### config.mk
export PLATFORM = sky130hd
export DESIGN_NAME = pipeline_hazard_ctrl
export DESIGN_NICKNAME = d
export VERILOG_FILES = /design/src/rtl/pipeline_hazard_ctrl.sv
export SDC_FILE = /design/constraint.sdc
export NUM_CORES = 1
export LEC_CHECK = 0
export CORE_AREA = 2 2 118 120
export CTS_BUF_LIST = sky130_fd_sc_hd__clkbuf_16
export CTS_CLUSTER_DIAMETER = 100
export DETAILED_ROUTE_END_ITERATION = 10
export DIE_AREA = 0 0 120 122
export PLACE_DENSITY = 0.73
export SYNTH_ARGS = -nofsm -noshare
export SYNTH_HDL_FRONTEND = slang
export SYNTH_SLANG_ARGS = --single-unit
### constraint.sdc
create_clock -name clk -period 4.5 [get_ports clk]
set_input_delay 0.9 -clock clk [delete_from_list [all_inputs] [get_ports clk]]
set_output_delay 0.9 -clock clk [all_outputs]
set_load 0.005 [all_outputs]
### src/rtl/pipeline_hazard_ctrl.sv
`default_nettype none
// ============================================================================
// Module      : pipeline_hazard_ctrl
// Description : Stage-register enable/clear/stall and PC-enable control for
//               the 5-stage core. Resolves load-use bubbles, taken-branch
//               flushes and data-memory freezes. Also runs the RUN/HALTED/
//               RESUME halt sequencer and keeps cycle/stall/flush counters.
// Revision    : 1.0 - initial release
// ============================================================================
module pipeline_hazard_ctrl #(
    parameter int CNT_W = 32
) (
    input  logic             clk,
    input  logic             rst,
    input  logic [4:0]       id_rs,
    input  logic [4:0]       id_rt,
    input  logic             id_uses_rs,
    input  logic             id_uses_rt,
    input  logic             ex_mem_read,
    input  logic [4:0]       ex_req_w,
    input  logic             ex_branch_taken,
    input  logic             dm_busy,
    input  logic             wb_halt,
    input  logic             resume,
    output logic             pc_en,
    output logic             if_id_en,
    output logic             id_ex_en,
    output logic             ex_dm_en,
    output logic             dm_wb_en,
    output logic             if_id_clr,
    output logic             id_ex_clr,
    output logic             ex_dm_clr,
    output logic             dm_wb_clr,
    output logic             if_id_stall,
    output logic             halted,
    output logic [CNT_W-1:0] cycle_cnt,
    output logic [CNT_W-1:0] stall_cnt,
    output logic [CNT_W-1:0] flush_cnt
);

    typedef enum logic [1:0] {
        ST_RUN    = 2'd0,
        ST_HALTED = 2'd1,
        ST_RESUME = 2'd2
    } state_t;

    state_t            state_q, state_d;
    logic [CNT_W-1:0]  cycle_cnt_q, cycle_cnt_d;
    logic [CNT_W-1:0]  stall_cnt_q, stall_cnt_d;
    logic [CNT_W-1:0]  flush_cnt_q, flush_cnt_d;

    logic              lu;
    logic              stall_applied;
    logic              flush_applied;

    // Load-use: a load in EX writes a register the ID instruction reads ($0 never hazards)
    always_comb begin
        lu = ex_mem_read && (ex_req_w != 5'd0) &&
             ((id_uses_rs && (id_rs == ex_req_w)) ||
              (id_uses_rt && (id_rt == ex_req_w)));
    end

    // Next state and per-stage control pattern; priority dm_busy > branch > load-use
    always_comb begin
        state_d       = state_q;
        pc_en         = 1'b1;
        if_id_en      = 1'b1;
        id_ex_en      = 1'b1;
        ex_dm_en      = 1'b1;
        dm_wb_en      = 1'b1;
        if_id_clr     = 1'b1;
        id_ex_clr     = 1'b1;
        ex_dm_clr     = 1'b1;
        dm_wb_clr     = 1'b1;
        if_id_stall   = 1'b0;
        halted        = 1'b0;
        stall_applied = 1'b0;
        flush_applied = 1'b0;

        case (state_q)
            ST_RUN, ST_RESUME: begin
                if (state_q == ST_RUN) begin
                    // Outputs stay normal this cycle so the halting write-back completes
                    if (wb_halt) begin
                        state_d = ST_HALTED;
                    end
                end else begin
                    // Single-cycle state: flush the stale halt out of DM/WB
                    state_d   = ST_RUN;
                    dm_wb_clr = 1'b0;
                end

                if (dm_busy) begin
                    pc_en    = 1'b0;
                    if_id_en = 1'b0;
                    id_ex_en = 1'b0;
                    ex_dm_en = 1'b0;
                    // DM/WB must still load its clear while resuming
                    dm_wb_en = (state_q == ST_RESUME);
                end else if (ex_branch_taken) begin
                    if_id_clr     = 1'b0;
                    id_ex_clr     = 1'b0;
                    flush_applied = 1'b1;
                end else if (lu) begin
                    pc_en         = 1'b0;
                    if_id_stall   = 1'b1;
                    id_ex_clr     = 1'b0;
                    stall_applied = 1'b1;
                end
            end
            ST_HALTED: begin
                pc_en    = 1'b0;
                if_id_en = 1'b0;
                id_ex_en = 1'b0;
                ex_dm_en = 1'b0;
                dm_wb_en = 1'b0;
                halted   = 1'b1;
                if (resume) begin
                    state_d = ST_RESUME;
                end
            end
            default: begin
                state_d = ST_RUN;
            end
        endcase

        // While reset is held every control is forced inactive, clears asserted
        if (rst) begin
            pc_en         = 1'b0;
            if_id_en      = 1'b0;
            id_ex_en      = 1'b0;
            ex_dm_en      = 1'b0;
            dm_wb_en      = 1'b0;
            if_id_clr     = 1'b0;
            id_ex_clr     = 1'b0;
            ex_dm_clr     = 1'b0;
            dm_wb_clr     = 1'b0;
            if_id_stall   = 1'b0;
            halted        = 1'b0;
            stall_applied = 1'b0;
            flush_applied = 1'b0;
        end
    end

    // Performance counters wrap naturally; cycles do not count while halted
    always_comb begin
        cycle_cnt_d = cycle_cnt_q;
        stall_cnt_d = stall_cnt_q;
        flush_cnt_d = flush_cnt_q;
        if (state_q != ST_HALTED) begin
            cycle_cnt_d = cycle_cnt_q + 1'b1;
        end
        if (stall_applied) begin
            stall_cnt_d = stall_cnt_q + 1'b1;
        end
        if (flush_applied) begin
            flush_cnt_d = flush_cnt_q + 1'b1;
        end
    end

    // State and counter registers with asynchronous reset
    always_ff @(posedge clk or posedge rst) begin
        if (rst) begin
            state_q     <= ST_RUN;
            cycle_cnt_q <= '0;
            stall_cnt_q <= '0;
            flush_cnt_q <= '0;
        end else begin
            state_q     <= state_d;
            cycle_cnt_q <= cycle_cnt_d;
            stall_cnt_q <= stall_cnt_d;
            flush_cnt_q <= flush_cnt_d;
        end
    end

    assign cycle_cnt = cycle_cnt_q;
    assign stall_cnt = stall_cnt_q;
    assign flush_cnt = flush_cnt_q;

endmodule
`default_nettype wire

== After elaboration in Yosys (flattened, before gate mapping) ==
Cells that the tools add are included.
Word-level totals
  flip-flop bits (word level): 98
  word-level logic and storage cells: 61
Operators by class
  add/sub/neg operators: 3
  equality and inequality tests: 7
  multiplexer cells: 38
  reductions and logical operators: 9
Operators with widths (count)
  adder 32 x 1 -> 32 bit, second input constant: 3
  2-to-1 mux 1 bit: 31
  == test 5 bit: 2
  2-to-1 mux 2 bit: 3
  case mux 1 bit (2 select lines): 3
  nonzero test 5 bit: 1
  logical AND 1 bit: 4
  case mux 2 bit (2 select lines): 1
  != test 3 bit, second input constant: 1
  == test 2 x 1 -> 1 bit, second input constant: 1
  == test 2 bit, second input constant: 1
  zero test 2 bit: 1
  != test 2 x 1 -> 1 bit, second input constant: 1
  != test 2 bit, second input constant: 1
  AND reduction 2 bit: 1
  OR reduction 2 bit: 1
  logical OR 1 bit: 1

== Longest topological paths before layout ==
  depth in word-level cells: 9
  mapped depth: 8
  mapped depth without buffers: 7

== Least setup slack after synthesis ==
Ideal clock, no wire load.
  path type: input-to-output
  start point: input rst
  end point: output ex_dm_clr
  arrival time: 3.178 ns
  required time: 3.600 ns
  path slack: 0.422 ns
  cell stages on the path: 2
  path buffers: 1
  cell sequence: clkbuf_1 -> inv_1
Between the ends
  word-level cells in the longest chain between the ends: 1
Ends and longest elaborated chain
  start: declaration: RTL line 14  | input logic rst,
  2-to-1 mux 1 bit: RTL line 128  | if (rst) begin
  end: declaration: RTL line 32  | output logic ex_dm_clr,
Every way passes these cells.

== Worst setup path after layout ==
  start point: input ex_req_w[1]
  end point: output id_ex_clr
Between the ends
  word-level cells in the longest chain between the ends: 9
  elaborated cells on any way between the ends: 13
Ends and longest elaborated chain
  start: declaration: RTL line 20  | input logic [4:0] ex_req_w,
  == test 5 bit (on tied branches): RTL line 59, 60
  logical AND 1 bit (on tied branches): RTL line 59, 60
  logical OR 1 bit: RTL line 59  | ((id_uses_rs && (id_rs == ex_req_w)) ||
  logical AND 1 bit *: RTL line 58  | lu = ex_mem_read && (ex_req_w != 5'd0) &&
  2-to-1 mux 1 bit *: RTL line 104  | end else if (lu) begin
  2-to-1 mux 1 bit *: RTL line 100  | end else if (ex_branch_taken) begin
  2-to-1 mux 1 bit *: RTL line 93  | if (dm_busy) begin
  2-to-1 mux 1 bit *: RTL line 80  | case (state_q)
  2-to-1 mux 1 bit *: RTL line 128
  end: declaration: RTL line 31  | output logic id_ex_clr,
Every way passes the cells marked *; elsewhere a longest branch is shown, timed or not.

==> out/qor.yml <==
synth_cells: 417
critPathMaxFanout: 9
first_pass_iters: 4
cp_cell_sequence: "clkdlybuf4s50_1 -> or4_1 -> o211ai_4 -> a21oi_1 -> nor2b_1 -> clkdlybuf4s50_1"
required_ns: 3.60
place_ws_ns: 0.517
path_clk_slew_ns: 0.06
final_cell_mix: "clkdlybuf4s50_1 (130), dfrtp_1 (98), xnor2_1 (64)"
fin_setup_tns_ns: 0
highest_layer: "met4"
ys_types: 38
worst_pin_slew_ns: 0.716
layout_setup_ws_ns: 0.519
rsz0062_at_grt: "no"
status: "finished, final reports clean"
finalHoldViolCount: 0
period_needed_ns: 3.98
wl_met3_um: 668
critPathMaxStageDelay_ns: 0.62
cts_tree: "yes"
grt_max_degree: 52
synth_seq_area_share_pct: 53.1
nNetsFinal: 582
async_reset_ff_share_pct: 100
max_cap_violations: 0
crit_type: "input pin to output port"
grt_pass1_wl_mm: 18.0
die_area_mm2: 0.0146
worst_skew_pair.late_latency_ns: 0.34
ys_seq_elements: 98
syn_area_per_cell_um2: 11.1
cts_max_level: 3
die_x_um: 120
ios: 131
final_common_cell: "clkdlybuf4s50_1"
fin_crit_sh_pct: 88.5
drc: 0
nFillCells: 1218
syn_area_mm2: 0.00462
n_antenna_cell: 0
cts_buffer_depth: 2
end_kind: "output port"
grt_pass1_vias: 3562
vias: 3603
portBuffers: 130
leakage_nw: 2.75
cpMostUsedCell: "clkdlybuf4s50_1"
arrival_ns: 3.08
place_congestion: 0.832
fp.dieH_um: 122
met2_length_mm: 5.09
synth_compound_area_share_pct: 2.00
syn_nets: 444
fin_skew_ns: 0.00625
drive_gt1_share_pct: 5.36
ir_worst_vdd_mv: 0.164
initial_core_util_pct: 34.2
fmax_ghz: 0.251
antenna_found_initial: 0
dp.cells: 724
clock_sinks: 98
via_per_inst: 4.87
grt_overflow_total: 0
yosys-mux-area-fraction_pct: 0.704
grt_use_total_pct: 15.4
synth_top_family_by_area: "simple AND/OR/NAND/NOR gates"
numCtsBuffers: 9
finalSetupViolations: 0
cts-root-buf: "clkbuf_16"
synth_edf_count: 0
startpoint_type: "input pin"
hold_class: "flip-flop to flip-flop"
post-cts-setup-buffer-count: 0
drt_iter0_drc: 202
wl_per_cell_um: 14.6
syn2layout_area_growth_pct: 39.2
post-route-util_pct: 47.6
placementRows: 43
ys_warn_count: 0
synth_ff_type: "dfrtp_1"
route.antenna.remaining_nets: 0
coreArea_mm2: 0.0135
max_slew_margin_pct: 52.3
dp_hpwl_mm: 8.18
synthXorXnorAreaFrac_pct: 19.5
maxSlewViolCount: 0
final_cells: 740
m1WireLength_mm: 4.78
cts-resized-gates: 0
whs_ns: 0.469
hold_buffers: 0
wl_mm: 10.8
power.density_mw_per_mm2: 320
synth-simple-area-share_pct: 22.5
synthAdderAreaFrac_pct: 0.813
crit_slowest_cell: "or4_1"
registers in the layout (all words and copies together) (netlist names):
name       cells
state_q        2
cycle_cnt     32
flush_cnt     32
stall_cnt     32
worst max-delay path: cells and delay by family:
kind | cells | cell delay (ns)
AO/OA/AOI/OAI | 2 | 0.43
buffers and inverters | 2 | 0.98
AND/OR/NAND/NOR | 2 | 0.75
metal layers:
| layer | up-vias | global-route usage, % |
|---|---|---|
| met5 | - | 0 |
| met4 | 0 | 7.13 |
| met3 | 21 | 3.79 |
| met2 | 123 | 23.9 |
| met1 | 1743 | 20.3 |
| li1 | 1716 | - |
final timing paths:
| path | start | endpoint | slack, ns | cells past startpoint |
|---|---|---|---|---|
| setup reg to reg | state_q[0] | flush_cnt[23] | 2.17 | 6 |
| min in group asynchronous | rst | stall_cnt[12] | 1.37 | 4 |
| hold reg to reg | stall_cnt[31] | stall_cnt[31] | 0.47 | 1 |
| max in group asynchronous | rst | stall_cnt[29] | 2.05 | 5 |
| hold / removal | stall_cnt[31] | stall_cnt[31] | 0.47 | 1 |
| setup / recovery | ex_req_w[1] | id_ex_clr | 0.52 | 6 |
cells in the mapped netlist (4+ instances only):
master / n / area [µm²]
nand2b_1: 4 / 25.0
and2_1: 4 / 25.0
nor4_1: 4 / 25.0
nand3_1: 31 / 155
and3_1: 14 / 87.6
and4_1: 7 / 61.3
dfrtp_1: 98 / 2450
xor2_1: 39 / 342
nand4_1: 22 / 138
nor4_2: 4 / 50.1
nand2_1: 41 / 154
inv_1: 7 / 26.3
nor2_1: 28 / 105
xnor2_1: 64 / 561
nor3_1: 12 / 60.1
cell type report:
| cell class | count | area (µm²) | area share [%] |
|---|---|---|---|
| Tap cell | 180 | 225 | 3.50 |
| Multi-Input combinational cell | 305 | 2100 | 32.7 |
| Inverter | 7 | 28.8 | 0.447 |
| Clock buffer | 9 | 225 | 3.50 |
| Timing Repair Buffer | 134 | 1330 | 20.7 |
| Sequential cell | 98 | 2450 | 38.1 |
| Clock inverter | 7 | 63.8 | 0.992 |
logic make-up (layout without fill, tap and decap cells):
family                     Yosys count  count (layout)
and+or+nand+nor                    187             187
xor gates and xnor gates           103             103
DFF                                 98              98
buffers and inverters               14             157
AOI/OAI and AO/OA                    9               9
adders and majority gates            3               3
muxes                                3               3
where the power goes:
| group | total, mW | switching (mW) | internal (mW) |
|---|---|---|---|
| logic | 0.299 | 0.122 | 0.177 |
| registers | 1.01 | 0.0721 | 0.934 |
| clock network | 0.750 | 0.324 | 0.426 |
through the flow:
step / power (mW) / area [µm²]
floorplan: 1.14 / 4620
global placement: 1.32 / 6140
detailed placement: 1.33 / 6140
CTS: 2.09 / 6430
global route: 2.17 / 6430
finish: 2.06 / 6430
Power figures use the tool's default switching activity.
